File: src/rtl/college_pkg.sv
// Shared types and constants for the classroom score arbiter.
package college_pkg;

    localparam int NUM_REQ = 3;
    localparam int ADDR_W  = 2;

    typedef enum logic [1:0] {
        TEACHER   = 2'd0,
        PRINCIPAL = 2'd1,
        STUDENT   = 2'd2
    } requester_e;

    typedef enum logic [1:0] {
        MATH    = 2'd0,
        PHYSICS = 2'd1,
        LAB     = 2'd2,
        BAD     = 2'd3
    } subject_e;

    typedef enum logic [1:0] {
        IDLE   = 2'd0,
        ACCESS = 2'd1,
        RESP   = 2'd2
    } state_e;

    // Next requester index in the 0 -> 1 -> 2 -> 0 rotation.
    function automatic logic [1:0] rr_next(input logic [1:0] idx);
        return (idx == 2'd2) ? 2'd0 : idx + 2'd1;
    endfunction

endpackage

File: src/rtl/rr_arbiter3.sv
// Three-way round-robin arbiter: combinational winner, registered last-grantee pointer.
module rr_arbiter3
    import college_pkg::*;
(
    input  logic               clk,
    input  logic               rst,
    input  logic [NUM_REQ-1:0] i_req,
    input  logic               i_update,
    output logic [NUM_REQ-1:0] o_gnt_oh,
    output logic [1:0]         o_gnt_idx
);

    logic [1:0] r_last;
    logic [1:0] w_p0;
    logic [1:0] w_p1;
    logic [1:0] w_p2;

    // Search order begins just after the last grantee and wraps around.
    always_comb begin
        w_p0      = rr_next(r_last);
        w_p1      = rr_next(w_p0);
        w_p2      = rr_next(w_p1);
        o_gnt_idx = w_p0;
        if (i_req[w_p0])
            o_gnt_idx = w_p0;
        else if (i_req[w_p1])
            o_gnt_idx = w_p1;
        else if (i_req[w_p2])
            o_gnt_idx = w_p2;
        o_gnt_oh = (|i_req) ? (3'b001 << o_gnt_idx) : 3'b000;
    end

    // Pointer starts at the student so the teacher is searched first after reset.
    always_ff @(posedge clk or posedge rst) begin
        if (rst)
            r_last <= STUDENT;
        else if (i_update && (|i_req))
            r_last <= o_gnt_idx;
    end

endmodule

File: src/rtl/college_score_arbiter.sv
// Serialises teacher/principal/student access to the classroom score bank.
module college_score_arbiter
    import college_pkg::*;
#(
    parameter int                 SCORE_W   = 8,
    parameter int                 MAX_SCORE = 100,
    parameter logic [SCORE_W-1:0] MATH_RST  = '0,
    parameter logic [SCORE_W-1:0] PHYS_RST  = '0,
    parameter logic [SCORE_W-1:0] LAB_RST   = '0
)
(
    input  logic                              clk,
    input  logic                              rst,
    input  logic [NUM_REQ-1:0]                req,
    input  logic [NUM_REQ-1:0]                we,
    input  logic [NUM_REQ-1:0][ADDR_W-1:0]    addr,
    input  logic [NUM_REQ-1:0][SCORE_W-1:0]   wdata,
    output logic [NUM_REQ-1:0]                gnt,
    output logic [NUM_REQ-1:0]                rvalid,
    output logic [NUM_REQ-1:0]                err,
    output logic [SCORE_W-1:0]                rdata,
    output logic [SCORE_W-1:0]                classroom_math,
    output logic [SCORE_W-1:0]                classroom_physics,
    output logic [SCORE_W-1:0]                classroom_lab
);

    localparam logic [SCORE_W-1:0] CLAMP = SCORE_W'(MAX_SCORE);

    state_e             r_state;
    state_e             w_state_next;
    logic [1:0]         r_idx;
    logic               r_we;
    logic [ADDR_W-1:0]  r_addr;
    logic [SCORE_W-1:0] r_wdata;
    logic [SCORE_W-1:0] r_math;
    logic [SCORE_W-1:0] r_phys;
    logic [SCORE_W-1:0] r_lab;
    logic [SCORE_W-1:0] r_rdata;
    logic               r_err;

    logic [NUM_REQ-1:0] w_win_oh;
    logic [1:0]         w_win_idx;
    logic               w_start;
    logic               w_err;
    logic               w_do_write;
    logic [SCORE_W-1:0] w_wval;
    logic [SCORE_W-1:0] w_rsel;
    logic [SCORE_W-1:0] w_result;
    logic [NUM_REQ-1:0] w_idx_oh;

    assign w_start  = (r_state == IDLE) && (|req);
    assign w_idx_oh = 3'b001 << r_idx;

    rr_arbiter3 u_rr (
        .clk       (clk),
        .rst       (rst),
        .i_req     (req),
        .i_update  (w_start),
        .o_gnt_oh  (w_win_oh),
        .o_gnt_idx (w_win_idx)
    );

    // State register.
    always_ff @(posedge clk or posedge rst) begin
        if (rst)
            r_state <= IDLE;
        else
            r_state <= w_state_next;
    end

    // Next-state: IDLE waits for any request, then a fixed ACCESS -> RESP pass.
    always_comb begin
        w_state_next = r_state;
        case (r_state)
            IDLE:    if (|req) w_state_next = ACCESS;
            ACCESS:  w_state_next = RESP;
            RESP:    w_state_next = IDLE;
            default: w_state_next = IDLE;
        endcase
    end

    // Capture the winner's command at the IDLE sample; later input changes are ignored.
    always_ff @(posedge clk or posedge rst) begin
        if (rst) begin
            r_idx   <= '0;
            r_we    <= 1'b0;
            r_addr  <= '0;
            r_wdata <= '0;
        end else if (w_start) begin
            r_idx   <= w_win_idx;
            r_we    <= we[w_win_idx];
            r_addr  <= addr[w_win_idx];
            r_wdata <= wdata[w_win_idx];
        end
    end

    // Rights check, clamp and read mux for the latched command.
    always_comb begin
        w_err      = (subject_e'(r_addr) == BAD) || (r_we && (r_idx == STUDENT));
        w_do_write = r_we && !w_err;
        w_wval     = (r_wdata > CLAMP) ? CLAMP : r_wdata;
        case (subject_e'(r_addr))
            MATH:    w_rsel = r_math;
            PHYSICS: w_rsel = r_phys;
            LAB:     w_rsel = r_lab;
            default: w_rsel = '0;
        endcase
        if (w_err)
            w_result = '0;
        else if (r_we)
            w_result = w_wval;
        else
            w_result = w_rsel;
    end

    // Score bank: a permitted write commits on the edge that ends ACCESS.
    always_ff @(posedge clk or posedge rst) begin
        if (rst) begin
            r_math <= MATH_RST;
            r_phys <= PHYS_RST;
            r_lab  <= LAB_RST;
        end else if ((r_state == ACCESS) && w_do_write) begin
            case (subject_e'(r_addr))
                MATH:    r_math <= w_wval;
                PHYSICS: r_phys <= w_wval;
                LAB:     r_lab  <= w_wval;
                default: ;
            endcase
        end
    end

    // Response registers loaded at the end of ACCESS, presented during RESP.
    always_ff @(posedge clk or posedge rst) begin
        if (rst) begin
            r_rdata <= '0;
            r_err   <= 1'b0;
        end else if (r_state == ACCESS) begin
            r_rdata <= w_result;
            r_err   <= w_err;
        end
    end

    // Outputs decoded from state so a reset clears them immediately.
    always_comb begin
        gnt    = (r_state == ACCESS) ? w_idx_oh : '0;
        rvalid = (r_state == RESP) ? w_idx_oh : '0;
        err    = ((r_state == RESP) && r_err) ? w_idx_oh : '0;
        rdata  = (r_state == RESP) ? r_rdata : '0;
    end

    assign classroom_math    = r_math;
    assign classroom_physics = r_phys;
    assign classroom_lab     = r_lab;

endmodule

File: config.mk
export PLATFORM = sky130hd
export DESIGN_NAME = college_score_arbiter
export DESIGN_NICKNAME = d
export VERILOG_FILES = /design/src/rtl/college_pkg.sv /design/src/rtl/rr_arbiter3.sv /design/src/rtl/college_score_arbiter.sv
export SDC_FILE = /design/constraint.sdc
export NUM_CORES = 1
export LEC_CHECK = 0
export CORE_ASPECT_RATIO = 2
export CORE_UTILIZATION = 44
export CTS_BUF_LIST = sky130_fd_sc_hd__clkbuf_4 sky130_fd_sc_hd__clkbuf_8
export DETAILED_ROUTE_END_ITERATION = 10
export PLACE_DENSITY = 0.79
export SYNTH_ARGS = -nofsm -noshare
export SYNTH_HDL_FRONTEND = slang
export SYNTH_SLANG_ARGS = --single-unit
export TNS_END_PERCENT = 10
File: constraint.sdc
create_clock -name clk -period 1.7 [get_ports clk]
set_clock_uncertainty 0.15 [all_clocks]
set_input_delay 0.34 -clock clk [delete_from_list [all_inputs] [get_ports clk]]
set_output_delay 0.34 -clock clk [all_outputs]
set_load 0.05 [all_outputs]
# After elaboration in Yosys (flattened, before gate mapping)
# Cells that the tools add are included.
dict set report classes {
  n_addsub 3
  magnitude_cmp 5
  eq_ne 10
  n_shift 1
  muxes 28
  reduce_logical 14
}
# operator count
set op_table {}
lappend op_table {{$mux W8} 5}
lappend op_table {{$pmux W8 S3} 1}
lappend op_table {{$bmux W8 S2} 1}
lappend op_table {{$mux W2} 8}
lappend op_table {{$eq A2 B2 Y1 const B} 7}
lappend op_table {{$lt A2 B3 Y1 const B} 4}
lappend op_table {{$mux W3} 3}
lappend op_table {{$bmux W1 S2} 4}
lappend op_table {{$gt A8 B7 Y1 const B} 1}
lappend op_table {{$add A2 B1 Y2 const B} 3}
lappend op_table {{$logic_and A1 B1 Y1} 6}
lappend op_table {{$reduce_and A2 Y1} 3}
lappend op_table {{$bmux W2 S2} 1}
lappend op_table {{$eq A2 B1 Y1 const B} 2}
lappend op_table {{$logic_not A2 Y1} 2}
lappend op_table {{$mux W1} 4}
lappend op_table {{$pmux W2 S2} 1}
lappend op_table {{$reduce_or A3 Y1} 1}
lappend op_table {{$shl A1 B2 Y3 const A} 1}
lappend op_table {{$ne A2 B1 Y1 const B} 1}
lappend op_table {{$logic_not A1 Y1} 1}
lappend op_table {{$logic_or A1 B1 Y1} 1}
dict set report word_totals {
  regBits 50
  input_bits 38
  out_inout_bits 41
  elab_cells 72
}

# Logic depth before layout (Yosys ltp)
# Gate-level depths: netlist of run 1.
dict set report depth {
  word_depth 13
  depth_mapped 6
  ltp_nobuf 5
}

# Cells and area by module
# A second synthesis of run 1 with hierarchy kept.
dict set report hier_totals {
  hier_cells 293
  hier_area_um2 2616.3
}
# module instances cells_per_inst area_per_inst_um2 seq_area_each_um2
set by_module_without_submodules {}
lappend by_module_without_submodules {college_score_arbiter 1 265 2414.8 1201.2}
lappend by_module_without_submodules {rr_arbiter3 1 28 201.4 51.3}

# Least setup slack after synthesis of run 1
# OpenSTA, ideal clock, no wires.
dict set report synth_path {
  kind {reg-to-output}
  start {register r_state[0]}
  end {output port err[1]}
  t_arrival_ns 2.365
  t_required_ns 1.210
  path_slack_ns -1.155
  path_stages_with_launch 4
  path_buffers 0
  path_cell_list {dfrtp_1 > nand2b_1 > nor3b_1 > and2_1}
}
dict set report synth_via {
  elab_chain_cells 3
}
# element line_no
set synth_lines {}
lappend synth_lines {{start: declaration} college_score_arbiter.sv:29} ;# state_e r_state;
lappend synth_lines {{start signal: assignment} college_score_arbiter.sv:68} ;# r_state <= w_state_next;
lappend synth_lines {{$eq A2 B2 Y1} college_score_arbiter.sv:147} ;# err = ((r_state == RESP) && r_err) ? w_idx_oh : '0;
lappend synth_lines {{$logic_and A1 B1 Y1} college_score_arbiter.sv:147}
lappend synth_lines {{$mux W3} college_score_arbiter.sv:147}
lappend synth_lines {{end: declaration} college_score_arbiter.sv:20} ;# output logic [NUM_REQ-1:0] err,
# Every way passes these cells.

# Final worst setup path of run 1
# Same ends and word-level chain as after synthesis.

==> qor.yml, run 1 <==
cells_and_area:
  area_delta_synth_final_pct: 70.95
  stdcell_area_sq_um: 4374
  multi_input_area_sq_um: 1415
  diodes: 0
  nets: 387
  final_core_util_pct: 77.28
  regArea_sq_um: 1229
  fillCellCount: 347
  finalNonFillerCells: 411
  final_layout_size_suffix_gt1_share_pct: 39.71
timing:
  timing.fmax_mhz: 514.4
  setup_viol: 34
  min_period_ns: 1.944
  fin_crit_sh_pct: 114.4
  finalMaxSlewViolations: 0
  hold_viol_final: 0
  relSlewSlack_pct: 71.04
  tightest_slew_ns: 0.4324
  setup_slack_ns: -0.2440
  rsz0062_at_grt: "true"
synthesis:
  synth.distinct_cells: 46
  ys_warn_count: 0
  async_flop_share_pct: 100.0
  ys_top_cells_by_area: "dfrtp_1 47%, mux2i_1 7.4%, mux2_2 7.0%"
  synth_top_cell_by_area: "dfrtp_1"
  yosys.area.top_type_share_pct: 46.94
  synth_edf_count: 0
  postSynthAreaPerCell_sq_um: 10.71
  netlist_instances: 239
  synth_ff_type: "dfrtp_1"
  ys_ff_latch: 49
  syn-num-nets: 277
  syn_area_sq_um: 2559
  synthTopCellsByCount: "48 x dfrtp_1, 25 x nand2_1, 19 x mux2i_1"
  synth.yosys.seq_area_share_pct: 47.97
  yosysMostFrequentCell: "dfrtp_1"
route:
  drtIter0Drc: 50
  ant_nets: 0
  vias: 2366
  viasPerCell: 5.757
  wl_per_cell_um: 18.60
  dr.pass1.iters: 4
  routed_wl_mm: 7.644
  post-route-drc-count: 0
power_and_ir_drop:
  power.density_nw_per_um2: 1916
  internal_power_mw: 4.614
  ir_worst_vdd_v: 0.001583
  switchingPower_mw: 3.767
  p_comb_share_pct: 64.4
  leakage_nw: 1.953
  seqPwrFrac_pct: 26.9
  clkPwrFrac_pct: 8.7
  swShare_pct: 44.94
place:
  preCtsSetupSlack_ns: -0.5847
  gp_congestion: 0.8002
  dpl_cell_area_sq_um: 4091
  dp.final_hpwl_mm: 5.548
  place_inst: 395
  portBuffers: 78
grt:
  grt_use_total_pct: 25.40
  grt_pass1_vias: 2455
  grt_first_pass_wirelength_mm: 11.69
  grt_overflow_total: 0
  grt_max_degree: 50
  antenna_found_initial: 0
critical_path:
  crit_required_ns: 1.21
  regToRegSetupSlack_ns: -0.12
  cp_max_fo: 5
  end_kind: "output pin"
  path_class: "reg2out"
  critPathArrivalTime_ns: 1.45
  worstSetupStartpointType: "flip-flop"
run_status:
  violations: "setup timing"
  status: "complete, but fails checks"
worst_hold_path:
  min-delay-path-class: "in2async"
floorplanning:
  placementRows: 39
  die_height_um: 109.8
  die_w_um: 55.92
  die_area_sq_um: 6143
  core_area_sq_um: 5660
  start_util_pct: 45.20
  ios: 79
clock_tree:
  path_clk_slew_ns: 0.11
  worst_skew_pair.late_latency_ns: 0.32
  cts-root-buf: "clkbuf_8"
  htreeDepth: 2
  cts_buffers: 5
  cts.path.max_buffers: 2
  cts_tree: "yes"
  holdBufCountCts: 0
  clkSinkCount: 49
flow_run:
  drv_cap: 0
-- flip-flops by register name (all words and copies together), names as in the netlist --
signal and cells:
classroom_lab 8, classroom_math 8, classroom_physics 8, r_rdata 8, r_wdata 8, r_addr 2
r_state 2, u_rr.r_last 2, r_err 1, r_idx 1, r_we 1
-- layout make-up --
class                      instances  area share, %
timing repair buffer             113          35.01
multi-input combinational        173          32.35
sequential                        49          28.09
tap                               61          1.745
clock buffer                       5          1.573
inverter                           7         0.6579
clock inverter                     3         0.5721
-- logic make-up after synthesis --
family | Yosys count | synth area share, %
compound gates | 39 | 11.88
buf+inv | 18 | 3.374
flops | 49 | 47.97
mux | 38 | 15.79
simple gates | 95 | 20.98
-- layout by cell type (no fill, tap or decap), types with 4 or more instances in the layout --
| master | Yosys | routed |
|---|---|---|
| buf_6 | 1 | 5 |
| mux2i_1 | 19 | 18 |
| dfrtp_1 | 48 | 47 |
| clkdlybuf4s50_1 | 0 | 34 |
| o211ai_1 | 9 | 9 |
| a221o_1 | 7 | 7 |
| nor2_1 | 12 | 10 |
| nand2_1 | 25 | 25 |
| o21ai_0 | 9 | 9 |
| mux2_4 | 0 | 7 |
| clkbuf_8 | 0 | 5 |
| buf_4 | 1 | 25 |
| and2_4 | 0 | 7 |
| nor2b_1 | 7 | 5 |
| nor3b_1 | 6 | 4 |
| buf_12 | 0 | 46 |
| and2_1 | 14 | 7 |
| mux2_2 | 16 | 10 |
| nand3_1 | 11 | 11 |
-- stage by stage --
step           hold slack, ns  total power [mW]  setup TNS [ns]
2_1_floorplan          0.3146             4.767          -1.373
3_3_place_gp           0.3341             7.029          -6.806
3_5_place_dp           0.3421             7.183          -8.342
4_1_cts                0.2578             8.176          -3.273
5_1_grt                0.2737             8.744          -5.785
6_report               0.2410             8.381          -3.894
-- power groups by stage --
stage / Combinational [mW] / Clock, mW / Sequential [mW]
2_1_floorplan: 1.95 / 0 / 2.82
3_3_place_gp: 4.82 / 0 / 2.20
3_5_place_dp: 4.94 / 0 / 2.25
4_1_cts: 5.20 / 0.732 / 2.25
5_1_grt: 5.65 / 0.788 / 2.30
6_report: 5.40 / 0.727 / 2.25
-- path summary, 6_finish.rpt --
| check | startpoint | end | cells after the start |
|---|---|---|---|
| setup / recovery | r_state[0] | err[1] | 4 |
| hold / removal | rst | r_rdata[5] | 3 |
| setup reg to reg | r_state[1] | r_wdata[2] | 5 |
| hold reg to reg | r_rdata[2] | r_rdata[2] | 1 |
| max in group asynchronous | rst | u_rr.r_last[1] | 3 |
| min in group clk | r_rdata[2] | r_rdata[2] | 1 |
-- layer usage --
| metal | track usage [%] | part of all wire, % | routed length (um) |
|---|---|---|---|
| met2 | 51.38 | 60 | 4615 |
| met4 | 14.63 | 4.0 | 309 |
| met1 | 23.73 | 33 | 2498 |
| met3 | 3.059 | 2.9 | 221 |
| met5 | 0 | 0 | 0 |
-- repair_timing --
action                     CTS  global route
cloned                       0             1
setup endpoints to repair   41            51
setup buffers                3             4
resized for setup           27            13
pin swaps                   16             9
-- critical path, stage by stage (launching register included) --
cell,delay (ns)
dfrtp_2,0.46
nand2b_4,0.19
nor3b_4,0.19
and2_4,0.18
buf_12,0.13
Power figures use the tool's default switching activity.
==> run 2: changes to the inputs <==
Settings changed: SYNTH_HIERARCHICAL set to 1.
==> qor.yml, run 2 <==
grt:
  grt_first_pass_wirelength_mm: 12.01  # +2.8%
  grt_pass1_vias: 2732  # +11%
  grt_overflow_total: 0  # unchanged
  antenna_found_initial: 0  # unchanged
  grt_use_total_pct: 24.32  # -1.1 points
  grt_max_degree: 37  # -26%
timing:
  min_period_ns: 1.915  # -0.02891 ns
  hold_viol_final: 0  # unchanged
  finalMaxSlewViolations: 0  # unchanged
  relSlewSlack_pct: 75.74  # +4.7 points
  tightest_slew_ns: 0.3629  # -0.06957 ns
  timing.fmax_mhz: 522.2  # +1.5%
  fin_crit_sh_pct: 112.7  # -1.7 points
  rsz0062_at_grt: "true"
  setup_viol: 38  # +12%
  holdWs_ns: 0.1091  # -0.1319 ns
  setup_slack_ns: -0.2151  # +0.02891 ns
critical_path:
  rr_startpoint: "u_rr/r_last[1]"
  path_cells: "buf_4 -> or2b_4 -> nor3_4 -> buf_12"
  cp_slowest_stage_delay_ns: 0.37  # -0.09 ns
  path_class: "reg2out"
  crit_required_ns: 1.21  # about the same
  critPathArrivalTime_ns: 1.43  # -0.02 ns
  path_delay_family: "simple AND/OR/NAND/NOR gates"
  regToRegSetupSlack_ns: -0.18  # -0.06 ns
  reg2reg_depth: 6  # +1
  reg2reg_to: "r_addr[1]"
  cp_slowest_cell: "dfrtp_1"
  crit_buf_inv: 2  # +1
  worstSetupStartpointType: "flip-flop"
  end_kind: "output pin"
  cp_max_fo: 3  # -2
clock_tree:
  clkSinkCount: 50  # +2.0%
  cts-root-buf: "clkbuf_8"
  path_clk_slew_ns: 0.09  # -0.02 ns
  cts.path.max_buffers: 2  # unchanged
  worst_skew_pair.late_latency_ns: 0.31  # about the same
  holdBufCountCts: 0  # unchanged
  htreeDepth: 2  # unchanged
  cts_tree: "yes"
  cts_buffers: 5  # unchanged
worst_hold_path:
  min-delay-path-class: "in2async"
route:
  wl_per_cell_um: 16.26  # -13%
  post-route-drc-count: 0  # unchanged
  drtIter0Drc: 56  # +12%
  viasPerCell: 5.514  # -4.2%
  ant_nets: 0  # unchanged
  dr.pass1.iters: 4  # unchanged
  routed_wl_mm: 7.528  # -1.5%
  vias: 2553  # +7.9%
cells_and_area:
  regArea_sq_um: 1254  # +2.0%
  final_core_util_pct: 77.65  # +0.37 points
  finalNonFillerCells: 463  # +13%
  final_cell_mix: "48 x dfrtp_1, 42 x buf_12, 41 x nand2_1, 34 x clkdlybuf4s50_1, 32 x buf_4"
  multi_input_area_sq_um: 1404  # -0.80%
  final_common_cell: "dfrtp_1"
  area_delta_synth_final_pct: 71.41
  final_layout_size_suffix_gt1_share_pct: 35.82  # -3.9 points
  nets: 439  # +13%
  diodes: 0  # unchanged
  fillCellCount: 342  # -1.4%
place:
  place_inst: 444  # +12%
  dp.final_hpwl_mm: 5.468  # -1.4%
  portBuffers: 78  # unchanged
  preCtsSetupSlack_ns: -0.8303  # -0.2456 ns
  gp_congestion: 0.8461  # +5.7%
floorplanning:
  die_area_sq_um: 6207  # +1.0%
  start_util_pct: 45.30  # +0.096 points
  die_height_um: 110.4  # +0.52%
  die_w_um: 56.21  # +0.52%
  placementRows: 39  # unchanged
  ios: 79  # unchanged
  core_area_sq_um: 5709  # +0.86%
synthesis:
  syn-num-nets: 326  # +18%
  ys_warn_count: 6  # +6
  postSynthAreaPerCell_sq_um: 8.980  # -16%
  syn_area_sq_um: 2586  # +1.1%
  netlist_instances: 288  # +21%
power_and_ir_drop:
  ir_worst_vdd_v: 0.001598  # +0.95%
  leakage_nw: 1.974  # +1.1%
  power.density_nw_per_um2: 1892  # -1.3%
run_status:
  status: "complete, but fails checks"
  violations: "setup timing"
flow_run:
  drv_cap: 0  # unchanged
==> run 2: cell type report <==
cell class	instances	area share (%)
tap	61	1.722
timing repair buffer	121	35.17
sequential	50	28.28
inverter	8	0.6774
multi-input combinational	215	31.67
clock buffer	8	2.484
==> run 2: routing by layer <==
| metal | global-route usage, % | part of all wire (%) | up-vias |
|---|---|---|---|
| met1 | 23.62 | 34 | 1215 |
| li1 | - | - | 1216 |
| met5 | 0 | 0 | - |
| met3 | 3.981 | 3.9 | 26 |
| met4 | 14.31 | 3.9 | 0 |
| met2 | 45.87 | 58 | 96 |
==> run 2: stage by stage <==
stage	area, sq um	power [mW]	TNS [ns]
final	4433	8.387	-4.996
after global routing	4433	8.804	-7.633
after CTS	4344	8.110	-4.397
after detailed placement	4081	7.044	-10.20
after global placement	4081	6.862	-8.257
after floorplan	2634	4.759	-2.271
==> run 2: timing repair <==
item / CTS / global route
pin swaps: 7 / 13
setup endpoints to repair: 42 / 51
gates cloned: 2 / 0
gates resized for setup: 41 / 21
setup buffers: 4 / 5
==> run 2: worst max path at each step <==
stage | slack, ns | startpoint | end | cells after the start
after global routing | -0.25 | r_state[1] | rdata[5] | 5
final | -0.22 | r_state[1] | rvalid[0] | 4
after CTS | -0.22 | r_state[1] | rvalid[0] | 4
after floorplan | -0.13 | req[0] | r_wdata[0] | 8
after detailed placement | -0.83 | req[1] | r_wdata[2] | 7
after global placement | -0.60 | req[1] | r_wdata[2] | 7
==> run 2: worst register-to-register path: stages, from the launching register on <==
cell and delay, ns:
dfstp_2 0.59, inv_1 0.08, a21oi_2 0.14, a22o_1 0.25, nor2b_4 0.25, a21oi_1 0.09, o21ai_0 0.23
==> run 2: power breakdown <==
| group | total, mW | internal [mW] | switching [mW] |
|---|---|---|---|
| Sequential | 2.24 | 1.68 | 0.555 |
| Clock | 0.801 | 0.411 | 0.389 |
| Combinational | 5.35 | 2.51 | 2.84 |
| Total | 8.39 | 4.60 | 3.78 |
==> run 3: changes to the inputs <==
Settings changed: ABC_AREA set to 1, CORE_ASPECT_RATIO 2 to unset, PLACE_DENSITY 0.79 to 0.85.
==> qor.yml, run 3 <==
run_status:
  status: "complete, but fails checks"
  violations: "DRC, setup timing"
floorplanning:
  die_w_um: 80.36  # +43%
  core_area_sq_um: 5921  # +3.7%
  die_area_sq_um: 6457  # +4.0%
  placementRows: 28  # -28%
  die_height_um: 80.36  # -27%
  ios: 79  # unchanged
  start_util_pct: 45.63  # +0.33 points
route:
  viasPerCell: 5.174  # -6.2%
  post-route-drc-count: 1  # +1
  wl_per_cell_um: 13.83  # -15%
  vias: 2892  # +13%
  ant_nets: 0  # unchanged
  routed_wl_mm: 7.731  # +2.7%
  drtIter0Drc: 260  # +360%
  dr.pass1.iters: 8  # +4
timing:
  finalMaxSlewViolations: 0  # unchanged
  tightest_slew_ns: 0.3754  # +0.01255 ns
  relSlewSlack_pct: 74.88  # -0.86 points
  timing.fmax_mhz: 506.5  # -3.0%
  rsz0062_at_grt: "true"
  fin_crit_sh_pct: 116.1  # +3.5 points
  hold_viol_final: 0  # unchanged
  setup_slack_ns: -0.2742  # -0.05908 ns
  min_period_ns: 1.974  # +0.05908 ns
  setup_viol: 31  # -18%
cells_and_area:
  final_layout_size_suffix_gt1_share_pct: 28.93  # -6.9 points
  stdcell_area_sq_um: 4409  # -0.54%
  fillCellCount: 376  # +9.9%
  nets: 522  # +19%
  final_cell_mix: "144 x nand2_1, 47 x dfrtp_1, 42 x buf_12, 37 x clkdlybuf4s50_1, 26 x inv_1"
  diodes: 0  # unchanged
  final_common_cell: "nand2_1"
  final_core_util_pct: 74.47  # -3.2 points
  area_delta_synth_final_pct: 63.22
synthesis:
  postSynthAreaPerCell_sq_um: 7.072  # -21%
  netlist_instances: 382  # +33%
  ys_warn_count: 6  # unchanged
  syn-num-nets: 420  # +29%
  syn_area_sq_um: 2701  # +4.5%
grt:
  grt_use_total_pct: 25.81  # +1.5 points
  use_met1_pct: 30.84  # +7.2 points
  antenna_found_initial: 0  # unchanged
  grt_overflow_total: 0  # unchanged
  grt_max_degree: 49  # +32%
  grt_first_pass_wirelength_mm: 12.63  # +5.2%
  grt_pass1_vias: 2756  # +0.88%
  grtUsageMet3_pct: 5.114  # +1.1 points
  use_met2_pct: 44.92  # -0.96 points
  grt.busiest_layer: "met2"
clock_tree:
  holdBufCountCts: 0  # unchanged
  cts-root-buf: "clkbuf_8"
  worst_skew_pair.late_latency_ns: 0.31  # about the same
  cts_tree: "yes"
  cts.path.max_buffers: 2  # unchanged
  clkSinkCount: 50  # unchanged
  path_clk_slew_ns: 0.09  # about the same
  htreeDepth: 2  # unchanged
  cts_buffers: 5  # unchanged
place:
  dp.final_hpwl_mm: 5.616  # +2.7%
  dpl_cell_area_sq_um: 4146  # +1.6%
  portBuffers: 78  # unchanged
  gp_congestion: 0.8530  # +0.82%
critical_path:
  worstSetupStartpointType: "flip-flop"
  cp_max_fo: 7  # +4
  path_class: "reg2reg"
  reg2reg_depth: 11  # +5
  crit_required_ns: 1.80  # +0.59 ns
  reg2reg_to: "r_wdata[3]"
  crit_start: "u_rr/r_last[1]"
  critPathArrivalTime_ns: 2.07  # +0.64 ns
  rr_startpoint: "u_rr/r_last[1]"
  end_kind: "flip-flop"
  regToRegSetupSlack_ns: -0.27  # -0.09 ns
power_and_ir_drop:
  leakage_nw: 2.073  # +5.0%
  power.density_nw_per_um2: 1904  # +0.65%
  ir_worst_vdd_v: 0.001048  # -34%
flow_run:
  drv_cap: 0  # unchanged
worst_hold_path:
  min-delay-path-class: "in2async"
run 3: layer usage:
| layer | vias to the layer above | share of wire, % |
|---|---|---|
| met4 | 0 | 2.4 |
| met2 | 154 | 53 |
| met1 | 1326 | 38 |
| li1 | 1391 | - |
| met3 | 21 | 6.3 |
| met5 | - | 0 |
run 3: through the flow:
step	power (mW)	hold slack, ns	worst slack [ns]	TNS [ns]	std cells
after floorplan	4.996	-0.06954	-0.1992	-3.556	382
after global placement	6.909	0.3369	-0.4492	-5.872	551
after detailed placement	7.094	0.3451	-0.5952	-7.216	551
after CTS	8.129	0.07344	-0.2368	-3.968	559
after global routing	8.877	0.07808	-0.3544	-6.727	559
final	8.395	0.05938	-0.2742	-4.489	559
run 3: repair_timing:
item                                    4_1_cts  5_1_grt
pin swaps                                     3        4
endpoints found under the setup margin       28       54
setup buffers                                 0        0
cloned                                        1        0
gates resized for setup                      30       20
run 3: how the worst max path moves through the flow:
| stage | cells after the start | slack [ns] | to |
|---|---|---|---|
| floorplan | 4 | -0.20 | rdata[0] |
| global placement | 11 | -0.45 | r_wdata[1] |
| detailed placement | 11 | -0.60 | r_wdata[3] |
| CTS | 12 | -0.24 | r_wdata[7] |
| global route | 12 | -0.35 | r_wdata[1] |
| finish | 11 | -0.27 | r_wdata[3] |
run 3: power breakdown:
group          switching [mW]  internal [mW]
Clock                   0.405          0.433
Sequential              0.535           1.66
Combinational            3.20           2.16
run 3: final cells by class:
class / instances / area, sq um / area share (%)
clock buffer: 5 / 68.82 / 1.561
clock inverter: 2 / 38.79 / 0.8797
inverter: 42 / 166.4 / 3.774
multi-input combinational: 282 / 1388 / 31.47
sequential: 50 / 1255 / 28.46
tap: 75 / 93.84 / 2.128
timing repair buffer: 102 / 1391 / 31.55
timing repair inverter: 1 / 7.507 / 0.1703
run 3: worst max-delay path, stage by stage (launching register included):
cell     delay, ns
dfstp_2       0.59
nor2_2        0.08
nand2_2       0.09
o21ai_1       0.10
nor2_2        0.12
o21ai_2       0.07
nand2_4       0.14
buf_4         0.17
nand2_1       0.07
a21oi_1       0.17
a21oi_1       0.06
o21ai_1       0.11
